`config.mk`:
```
export PLATFORM = sky130hd
export DESIGN_NAME = reflex_game_ctrl
export DESIGN_NICKNAME = d
export VERILOG_FILES = /design/src/rtl/reflex_game_ctrl.sv
export SDC_FILE = /design/constraint.sdc
export NUM_CORES = 1
export LEC_CHECK = 0
export ABC_AREA = 1
export CORE_MARGIN = 2
export CORE_UTILIZATION = 40
export CTS_CLUSTER_SIZE = 14
export DETAILED_ROUTE_END_ITERATION = 12
export PLACE_DENSITY = 0.58
export SLEW_MARGIN = 20
export SYNTH_ARGS = -nofsm -noshare
export SYNTH_HDL_FRONTEND = slang
export SYNTH_SLANG_ARGS = --single-unit
```
`constraint.sdc`:
```
create_clock -name clk -period 2.4 [get_ports clk]
set_input_delay 0.48 -clock clk [delete_from_list [all_inputs] [get_ports clk]]
set_output_delay 0.48 -clock clk [all_outputs]
set_load 0.05 [all_outputs]
```
`src/rtl/reflex_game_ctrl.sv`:
```
// Reflex trainer game sequencer: places targets from an LFSR, arms the hit
// detector, measures reaction time in ms and keeps the score for one round.
module reflex_game_ctrl #(
  parameter int unsigned BALL_SIZE   = 40,
  parameter int unsigned X_MAX       = 640,
  parameter int unsigned Y_MAX       = 480,
  parameter int unsigned TIMEOUT_MS  = 1500,
  parameter int unsigned COOLDOWN_MS = 300,
  parameter int unsigned GAME_BALLS  = 20,
  parameter logic [15:0] LFSR_SEED   = 16'hACE1
) (
  input  logic        clk,
  input  logic        rst_n,
  input  logic        tick_ms,
  input  logic        start_btn,
  input  logic        hit,
  output logic [9:0]  BALL_X,
  output logic [9:0]  BALL_Y,
  output logic        ball_visible,
  output logic        armed,
  output logic [7:0]  hits,
  output logic [7:0]  misses,
  output logic [11:0] last_rt_ms,
  output logic        game_over,
  output logic [2:0]  dbg_state_o
);

  typedef enum logic [2:0] {
    S_IDLE  = 3'd0,
    S_COOL  = 3'd1,
    S_SPAWN = 3'd2,
    S_ARMED = 3'd3,
    S_DONE  = 3'd4
  } state_t;

  localparam logic [9:0]  XR      = 10'(X_MAX - BALL_SIZE);
  localparam logic [9:0]  YR      = 10'(Y_MAX - BALL_SIZE);
  localparam logic [11:0] TO_LAST = 12'(TIMEOUT_MS - 1);
  localparam logic [11:0] COOL_N  = 12'(COOLDOWN_MS);
  localparam logic [7:0]  N_BALLS = 8'(GAME_BALLS);

  state_t      state_q;
  logic [15:0] lfsr_q, lfsr_d;
  logic        hit_q, hit_rise_q, start_q, start_rise_q;
  logic [11:0] cool_cnt_q, rt_cnt_q, last_rt_q;
  logic [7:0]  balls_q, hits_q, misses_q;
  logic [9:0]  ball_x_q, ball_y_q;
  logic        visible_q, armed_q, game_over_q;
  logic [9:0]  x_raw, y_raw, pos_x, pos_y;
  logic        timeout, ball_done;

  always_comb begin
    lfsr_d = (lfsr_q == 16'd0) ? LFSR_SEED
           : {lfsr_q[14:0], lfsr_q[15] ^ lfsr_q[13] ^ lfsr_q[12] ^ lfsr_q[10]};
    // Single conditional subtract folds the raw value into the legal range.
    x_raw  = lfsr_q[9:0];
    y_raw  = {1'b0, lfsr_q[15:7]};
    pos_x  = (x_raw > XR) ? x_raw - (XR + 10'd1) : x_raw;
    pos_y  = (y_raw > YR) ? y_raw - (YR + 10'd1) : y_raw;
    timeout   = tick_ms && (rt_cnt_q == TO_LAST);
    ball_done = hit_rise_q || timeout;
  end

  always_ff @(posedge clk or negedge rst_n) begin
    if (!rst_n) begin
      lfsr_q       <= LFSR_SEED;
      hit_q        <= 1'b0;
      hit_rise_q   <= 1'b0;
      start_q      <= 1'b0;
      start_rise_q <= 1'b0;
    end else begin
      lfsr_q       <= lfsr_d;
      hit_q        <= hit;
      hit_rise_q   <= hit & ~hit_q;
      start_q      <= start_btn;
      start_rise_q <= start_btn & ~start_q;
    end
  end

  always_ff @(posedge clk or negedge rst_n) begin
    if (!rst_n) begin
      state_q     <= S_IDLE;
      cool_cnt_q  <= '0;
      rt_cnt_q    <= '0;
      last_rt_q   <= '0;
      balls_q     <= '0;
      hits_q      <= '0;
      misses_q    <= '0;
      ball_x_q    <= '0;
      ball_y_q    <= '0;
      visible_q   <= 1'b0;
      armed_q     <= 1'b0;
      game_over_q <= 1'b0;
    end else begin
      case (state_q)
        S_IDLE, S_DONE: begin
          if (start_rise_q) begin
            hits_q      <= '0;
            misses_q    <= '0;
            balls_q     <= '0;
            last_rt_q   <= '0;
            cool_cnt_q  <= '0;
            game_over_q <= 1'b0;
            state_q     <= S_COOL;
          end
        end
        S_COOL: begin
          // A detector still reporting a hit holds off the next target.
          if (cool_cnt_q == COOL_N && !hit) state_q <= S_SPAWN;
          else if (tick_ms && cool_cnt_q != COOL_N) cool_cnt_q <= cool_cnt_q + 12'd1;
        end
        S_SPAWN: begin
          ball_x_q  <= pos_x;
          ball_y_q  <= pos_y;
          rt_cnt_q  <= '0;
          visible_q <= 1'b1;
          armed_q   <= 1'b1;
          state_q   <= S_ARMED;
        end
        S_ARMED: begin
          if (ball_done) begin
            if (hit_rise_q) begin
              if (hits_q != 8'hFF) hits_q <= hits_q + 8'd1;
              last_rt_q <= rt_cnt_q;
            end else if (misses_q != 8'hFF) begin
              misses_q <= misses_q + 8'd1;
            end
            balls_q    <= balls_q + 8'd1;
            cool_cnt_q <= '0;
            visible_q  <= 1'b0;
            armed_q    <= 1'b0;
            if (balls_q + 8'd1 == N_BALLS) begin
              game_over_q <= 1'b1;
              state_q     <= S_DONE;
            end else begin
              state_q <= S_COOL;
            end
          end else if (tick_ms && rt_cnt_q != 12'hFFF) begin
            rt_cnt_q <= rt_cnt_q + 12'd1;
          end
        end
        default: state_q <= S_IDLE;
      endcase
    end
  end

  assign BALL_X       = ball_x_q;
  assign BALL_Y       = ball_y_q;
  assign ball_visible = visible_q;
  assign armed        = armed_q;
  assign hits         = hits_q;
  assign misses       = misses_q;
  assign last_rt_ms   = last_rt_q;
  assign game_over    = game_over_q;
  assign dbg_state_o  = state_q;

endmodule

```
### Word-level counts from Yosys, hierarchy flattened

Index checks and enable logic that the tools add are counted.

| word-level totals | value |
|---|---|
| flip-flop bits (word level) | 105 |
| output and inout bits | 54 |
| logic and storage cells | 112 |

| cells by class | value |
|---|---|
| $add $sub $neg | 7 |
| order comparisons | 2 |
| eq/ne operators | 23 |
| multiplexer cells | 36 |
| bitwise logic cells | 7 |
| reductions and logical operators | 21 |

Operators by type and width:

| operator | number |
|---|---|
| 12-bit 2-to-1 mux | 8 |
| 8-bit 2-to-1 mux | 8 |
| 12-bit one-hot mux with 2 select lines | 2 |
| 8-bit one-hot mux with 2 select lines | 3 |
| 12-bit one-hot mux with 3 select lines | 1 |
| 12-bit by 1-bit adder with 12-bit output (second input constant) | 2 |
| 8-bit by 1-bit adder with 8-bit output (second input constant) | 3 |
| 2-bit != test (second input constant) | 12 |
| 10-bit 2-to-1 mux | 2 |
| 16-bit logical NOT | 1 |
| 16-bit 2-to-1 mux | 1 |
| 8-bit != test (second input constant) | 2 |
| 5-bit AND reduction | 3 |
| 12-bit by 11-bit equality test with 1-bit output (second input constant) | 1 |
| 12-bit by 9-bit equality test with 1-bit output (second input constant) | 1 |
| 3-bit 2-to-1 mux | 4 |
| 12-bit != test (second input constant) | 1 |
| 12-bit by 9-bit != test with 1-bit output (second input constant) | 1 |
| 3-bit one-hot mux with 4 select lines | 1 |
| 10-bit > comparator (second input constant) | 1 |
| 10-bit subtractor (second input constant) | 1 |
| 9-bit by 9-bit subtractor with 10-bit output (second input constant) | 1 |
| 9-bit > comparator (second input constant) | 1 |
| 3-bit AND reduction | 3 |
| 18 further kinds | 32 |

### Longest topological paths before layout

Gate-level depths: netlist (run 1).

| depth | value |
|---|---|
| depth in word-level cells | 5 |
| mapped depth | 12 |

### Least setup slack after synthesis (run 1)

OpenSTA, ideal clock, no wires.

| timing path | value |
|---|---|
| kind | reg-to-reg |
| start point | register misses_q[0] (netlist: misses[0]) |
| end point | register misses_q[3] (netlist: misses[3]) |
| setup time | 0.065 ns |
| data arrival time | 1.816 ns |
| setup slack | 0.519 ns |
| cell stages (with the launch flop) | 10 |
| buffers on the path | 0 |
| period minus slack after synthesis | 1.881 ns |
| path through | dfrtp_1 -> ha_1 -> nand3_1 -> nor2_1 -> nand4_1 -> a21oi_1 -> inv_1 -> nand2_1 -> nand2_1 -> nand2_1 |

| on the way | value |
|---|---|
| cells in the longest elaborated chain, start to end | 5 |
| elaborated cells on any way between the ends | 8 |
| those cells by class | add/sub (1); eq/ne (2); mux (4); reduce/logical (1) |

Ends and longest elaborated chain:

| element | line | text |
|---|---|---|
| start, declared | 46 | `logic [7:0] balls_q, hits_q, misses_q;` |
| start signal, assigned | 126 | `misses_q <= misses_q + 8'd1;` |
| 8-bit by 1-bit adder with 8-bit output | 126 |  |
| 8-bit 2-to-1 mux | 125 | `end else if (misses_q != 8'hFF) begin` |
| 8-bit 2-to-1 mux | 122 | `if (hit_rise_q) begin` |
| 8-bit 2-to-1 mux | 121 | `if (ball_done) begin` |
| 8-bit one-hot mux with 2 select lines | 95 | `case (state_q)` |

Several ways; a longest one is shown, not always the timed one. The select of a mux whose other input is x is not followed.
A chain may end at the register's enable or synchronous reset.

### Final worst setup path (run 1)

| timing path | value |
|---|---|
| start point | register misses_q[4] (netlist: misses[4]) |
| end point | output misses[4] |

RTL lines:

| element | line | text |
|---|---|---|
| end, declared | 22 | `output logic [7:0] misses,` |

No word-level cell between the ends.

==> results of run 1 <==
==> metrics by stage <==
stage	cells	setup slack (ps)	cell area [sq um]
after detailed placement	1015	170	6550
after CTS	1031	199	6860
after floorplan	787	519	5740
after global routing	1031	136	6860
final	1031	224	6860
after global placement	1015	230	6550
==> layer usage <==
layer,part of all wire [%],up-vias,track usage [%]
met1,47,2352,24.6
met3,3.9,19,4.67
met5,0,-,0
met4,1.6,0,5.54
met2,47,91,31.6
li1,-,2596,-
==> cells by family after synthesis <==
group                    count (synthesis)  synth area share (%)
buffers and inverters                  102                  7.06
adder cells (fa/ha/maj)                 10                  2.18
flip-flops                             105                  45.9
AO/OA/AOI/OAI                           50                  5.01
AND/OR/NAND/NOR                        493                  35.7
XOR/XNOR                                27                  4.12
==> cells in the final DEF (no fill, tap or decap), types with 14 or more instances in the layout <==
cell,Yosys,routed
nor3_1,14,14
inv_1,72,72
nand3_1,58,58
xor2_1,20,20
clkdlybuf4s50_1,0,57
nor2_1,86,86
nand2_1,302,302
nand4_1,17,17
o21ai_0,21,21
dfrtp_1,97,97
==> area by class of cell <==
cell class | count | area [sq um]
clock buffers | 13 | 240
clock inverters | 3 | 67.6
fillers | 1356 | 7080
inverters | 79 | 299
multi-input cells | 580 | 2700
flip-flops and latches | 105 | 2640
well taps | 180 | 225
repair buffers | 71 | 688
==> cells in the mapped netlist (2+ instances only) <==
cell type and n:
nand2_2 3, dfrtp_1 97, o31ai_1 3, buf_4 3, nand2_1 302, o21ai_1 6, inv_2 5, nor3_1 14
a21oi_1 8, clkbuf_1 13, dfstp_2 8, nor2_1 86, o21ai_0 21, nand4_1 17, nor3_2 3, ha_1 10
a31oi_1 2, xor2_1 20, nor2_2 3, buf_2 7, nand3_1 58, inv_1 72, xnor2_1 7, o22ai_1 2
==> worst max path at each step <==
stage                        endpoint   startpoint  cells past startpoint
after floorplan             misses[3]    misses[0]                      9
after global placement      misses[5]      tick_ms                     10
after detailed placement    misses[6]      tick_ms                     10
after CTS                   misses[4]    misses[4]                      1
after global routing      rt_cnt_q[9]  rt_cnt_q[0]                     10
final                       misses[4]    misses[4]                      1
==> power breakdown <==
group / switching, mW / internal [mW]
Combinational: 1.96 / 0.798
Sequential: 0.229 / 2.03
Clock: 0.632 / 0.917
Total: 2.82 / 3.74
==> registers in the layout, indices dropped and copies added (netlist names) <==
signal and cells:
BALL_X 10, BALL_Y 10, armed 1, balls_q 8
cool_cnt_q 12, dbg_state_o 3, game_over 1, hit_q 1
hit_rise_q 1, hits 8, last_rt_ms 12, lfsr_q 16
misses 8, rt_cnt_q 12, start_q 1, start_rise_q 1
==> results.toml, run 1 <==
[timing]
whs_ps = 26.1
period_share_pct = 90.7
max-slew-margin-rel_pct = 61.9
fmax_mhz = 460
skew_ps = 8.22
post-route-min-period_ps = 2180
finalSetupViolations = 0
timing.setup.tns_ps = 0
rsz0062_at_grt = "no"
drv_slew = 0
worst_pin_slew_ps = 570
hold_viol_final = 0

[grt]
antenna_found_initial = 0
grt_pass1_vias = 4846
grt_overflow_total = 0
track_usage_pct = 19.0
grt_max_degree = 59
grt_pass1_wl_um = 23000

[clocking]
cts_root_buffer = "clkbuf_16"
cts.clk_slew.worst_paths_ps = 70
post_cts_buffers = 0
clock-sinks = 105
insertion_delay_ps = 350
cts_buffer_depth = 2
cts_resized = 0
ctsHtreeMaxLevel = 3
cts_inserted_buffers = 9
cts_tree = "yes"
hold_buffers = 0

[floorplanning]
core-area_sq_um = 13900
initial_core_util_pct = 41.2
die_area_sq_um = 15300
die_x_um = 124
die_h_um = 124
num_rows = 43
io_pins = 59

[drt]
drt-initial-drc-count = 310
routed-via-count = 5058
vias_per_cell = 4.91
firstDrtPassIters = 4
drc = 0
postRouteAntennaNets = 0
routed_wirelength_um = 13500
wire_per_inst_um = 13.1

[placed_design]
gp_congestion = 0.928
dp_hpwl_um = 9760
io_buffer_count = 58

[setup_path]
crit_arrival_ps = 1700
path_class = "reg2out"
worstReg2RegStart = "rt_cnt_q[0]"
max_stage_delay_ps = 860
worst-path-max-fanout = 8
r2r_end = "rt_cnt_q[8]"
path_buf_inv = 1
critical_path.top_delay_family = "buffers and inverters"
reg2reg_slack_ps = 390
ff2ff_path_depth = 10
cp_cell_sequence = "clkdlybuf4s50_1"
worstSetupEndpointType = "output port"
crit_required_ps = 1920
startpoint_type = "flop"
cp_slowest_cell = "clkdlybuf4s50_1"

[synthesis]
synth_top_area_share_pct = 42.3
async_flop_share_pct = 100
yosys-top-cells-area = "dfrtp_1, nand2_1, nor2_1"
synth_area_sq_um = 5740
ys_types = 41
synthFlopType = "dfrtp_1"
syn-instance-count = 787
ys_ff_latch = 105
yosysWarningCount = 0
syn_nets = 802
synth_area_per_cell_sq_um = 7.30
yosysTopAreaCell = "dfrtp_1"
synth_edf_count = 0
synth-seq-area-share_pct = 45.9

[layout]
nets = 861
diodes = 0
finish.utilization_pct = 49.2
syn2layout_area_growth_pct = 19.4
drive_gt1_share_pct = 6.23

[power_and_ir_drop]
ir_drop_mv = 0.530
total_power_mw = 6.56
leakagePower_nw = 3.27
power.density_nw_per_um2 = 957

[job]
max-cap-violations = 0

[min_path]
holdCritPathClass = "in2async"

[run_status]
status = "finished clean"
No activity file was read; power rests on OpenSTA's default activity.
==> run 2: changes to the inputs <==
- CORE_ASPECT_RATIO: default -> 1.5
- DONT_BUFFER_PORTS: default -> 1
- PLACE_DENSITY: 0.58 -> 0.52
==> run 2 against run 1 <==
Die area increased by 0.13%. Via count decreased by 2.1%. Critical endpoint is now BALL_X[4]. Clock skew about the same. Sequential power increased by 23%. Largest cell class unchanged. Critical path type is now reg2reg. The flow now finishes with violations (negative hold slack).
==> results.toml, run 2 (same netlist as run 1, synthesis figures left out) <==
[setup_path]
crit_required_ps = 2630
startpoint_type = "flop"
worst-path-max-fanout = 13
reg2reg_slack_ps = 330
cp_slowest_cell = "dfstp_2"
worstSetupEndpointType = "flop"
path_buf_inv = 3
cp_cell_sequence = "inv_1, ha_1, inv_1, nor2_1, nand4_1, nand2_1, inv_1, nand3_1, nand3_1, nand2_1"
ff2ff_path_depth = 10
max_stage_delay_ps = 540
crit_path_frequent_cell = "inv_1"
r2r_end = "BALL_X[4]"
crit_arrival_ps = 2300
path_class = "reg2reg"
worstReg2RegStart = "lfsr_q[0]"
critical_path.top_delay_family = "simple AND/OR/NAND/NOR gates"

[placed_design]
gp_congestion = 0.880
dp_hpwl_um = 10000
io_buffer_count = 0

[timing]
max-slew-margin-rel_pct = 61.4
post-route-min-period_ps = 2070
drv_slew = 0
finalSetupViolations = 0
timing.setup.tns_ps = 0
worst_pin_slew_ps = 579
fmax_mhz = 483
hold_viol_final = 97
skew_ps = 8.12
whs_ps = -176
rsz0062_at_grt = "no"
period_share_pct = 86.2

[layout]
diodes = 0
largest_register = "lfsr_q"
mostFrequentLayoutCells = "nand2_1, dfrtp_1, nor2_1"
largest_register_ffs = 16
nets = 814
drive_gt1_share_pct = 8.21
final_common_cell = "nand2_1"
syn2layout_area_growth_pct = 10.2

[power_and_ir_drop]
ir_drop_mv = 0.489
seqPwrFrac_pct = 46.8
p_comb_share_pct = 30.1
p_sw_mw = 2.78
power.density_nw_per_um2 = 941
power_frac_clock_pct = 23.1
sw_frac_of_total_pct = 46.6
p_int_mw = 3.18
total_power_mw = 5.96
leakagePower_nw = 3.10

[drt]
firstDrtPassIters = 4
routed_wirelength_um = 13800
vias_per_cell = 4.97
drc = 0
wire_per_inst_um = 13.9
drt-initial-drc-count = 140
postRouteAntennaNets = 0
routed-via-count = 4953

[clocking]
cts.clk_slew.worst_paths_ps = 70
post_cts_buffers = 0
cts_tree = "yes"
cts_root_buffer = "clkbuf_16"
cts_resized = 0
ctsHtreeMaxLevel = 3
insertion_delay_ps = 350
cts_buffer_depth = 2
cts_inserted_buffers = 9
clock-sinks = 105

[grt]
grt_pass1_wl_um = 23400
grt_max_degree = 106
grt_overflow_total = 0
grt_use_met3_pct = 3.62
grt-busiest-layer = "met2"
track_usage_pct = 19.2
grt_pass1_vias = 4928
use_met1_pct = 22.2
gr-usage-met2_pct = 34.2
antenna_found_initial = 0

[floorplanning]
die_area_sq_um = 15400
num_rows = 53
die_x_um = 102
core-area_sq_um = 14100
die_h_um = 151
initial_core_util_pct = 40.9
io_pins = 59

[min_path]
holdCritPathClass = "in2async"

[job]
max-cap-violations = 0

[run_status]
status = "finished with violations"
failed_checks = "negative hold slack"
## run 2: changes by cell type in the layout (fill, tap and decap cells not counted)
| cell | previous run | this run |
|---|---|---|
| clkinv_4 | 0 | 2 |
| buf_12 | 1 | 0 |
| clkbuf_1 | 4 | 1 |
| clkdlybuf4s50_1 | 57 | 0 |
| clkinvlp_4 | 1 | 3 |
| clkinv_2 | 0 | 1 |
| buf_4 | 13 | 24 |
| bufinv_16 | 2 | 0 |
## run 2: power by group through the flow
stage	clock, mW	combinational (mW)	sequential [mW]
3_3_place_gp	0	1.80	2.82
3_5_place_dp	0	1.83	2.83
2_1_floorplan	0	1.19	2.92
4_1_cts	1.44	1.83	2.80
6_report	1.37	1.79	2.79
5_1_grt	1.51	2.04	2.83
## run 2: final cells by class
cell class / instances / area (sq um)
timing repair buffer: 24 / 180
fill: 1476 / 7730
sequential: 105 / 2640
multi-input combinational: 580 / 2700
clock buffer: 10 / 229
tap: 192 / 240
inverter: 79 / 299
clock inverter: 6 / 45.0
## run 2: routing by layer
layer / up-vias / share of wire [%]
met1: 2335 / 41
met4: 0 / 2.2
met2: 102 / 53
met3: 18 / 3.7
li1: 2498 / -
met5: - / 0
## run 2: worst max-delay path by stage
stage	start	end	slack, ps	depth (start not counted)
2_1_floorplan	misses[0]	misses[3]	520	9
3_3_place_gp	lfsr_q[0]	BALL_X[7]	350	10
3_5_place_dp	lfsr_q[0]	BALL_X[4]	350	10
4_1_cts	lfsr_q[0]	BALL_X[4]	330	10
5_1_grt	rt_cnt_q[0]	last_rt_ms[9]	90	9
6_report	lfsr_q[0]	BALL_X[4]	330	10
## run 2: metrics by stage
step,utilization [%],hold WS (ps),area [sq um],setup WS [ps],cells
6_report,45.0,-176,6330,330,996
2_1_floorplan,-,184,5740,519,787
3_3_place_gp,43.1,187,6060,352,980
5_1_grt,45.0,-198,6330,92.1,996
3_5_place_dp,43.1,188,6060,347,980
4_1_cts,45.0,-196,6330,329,996
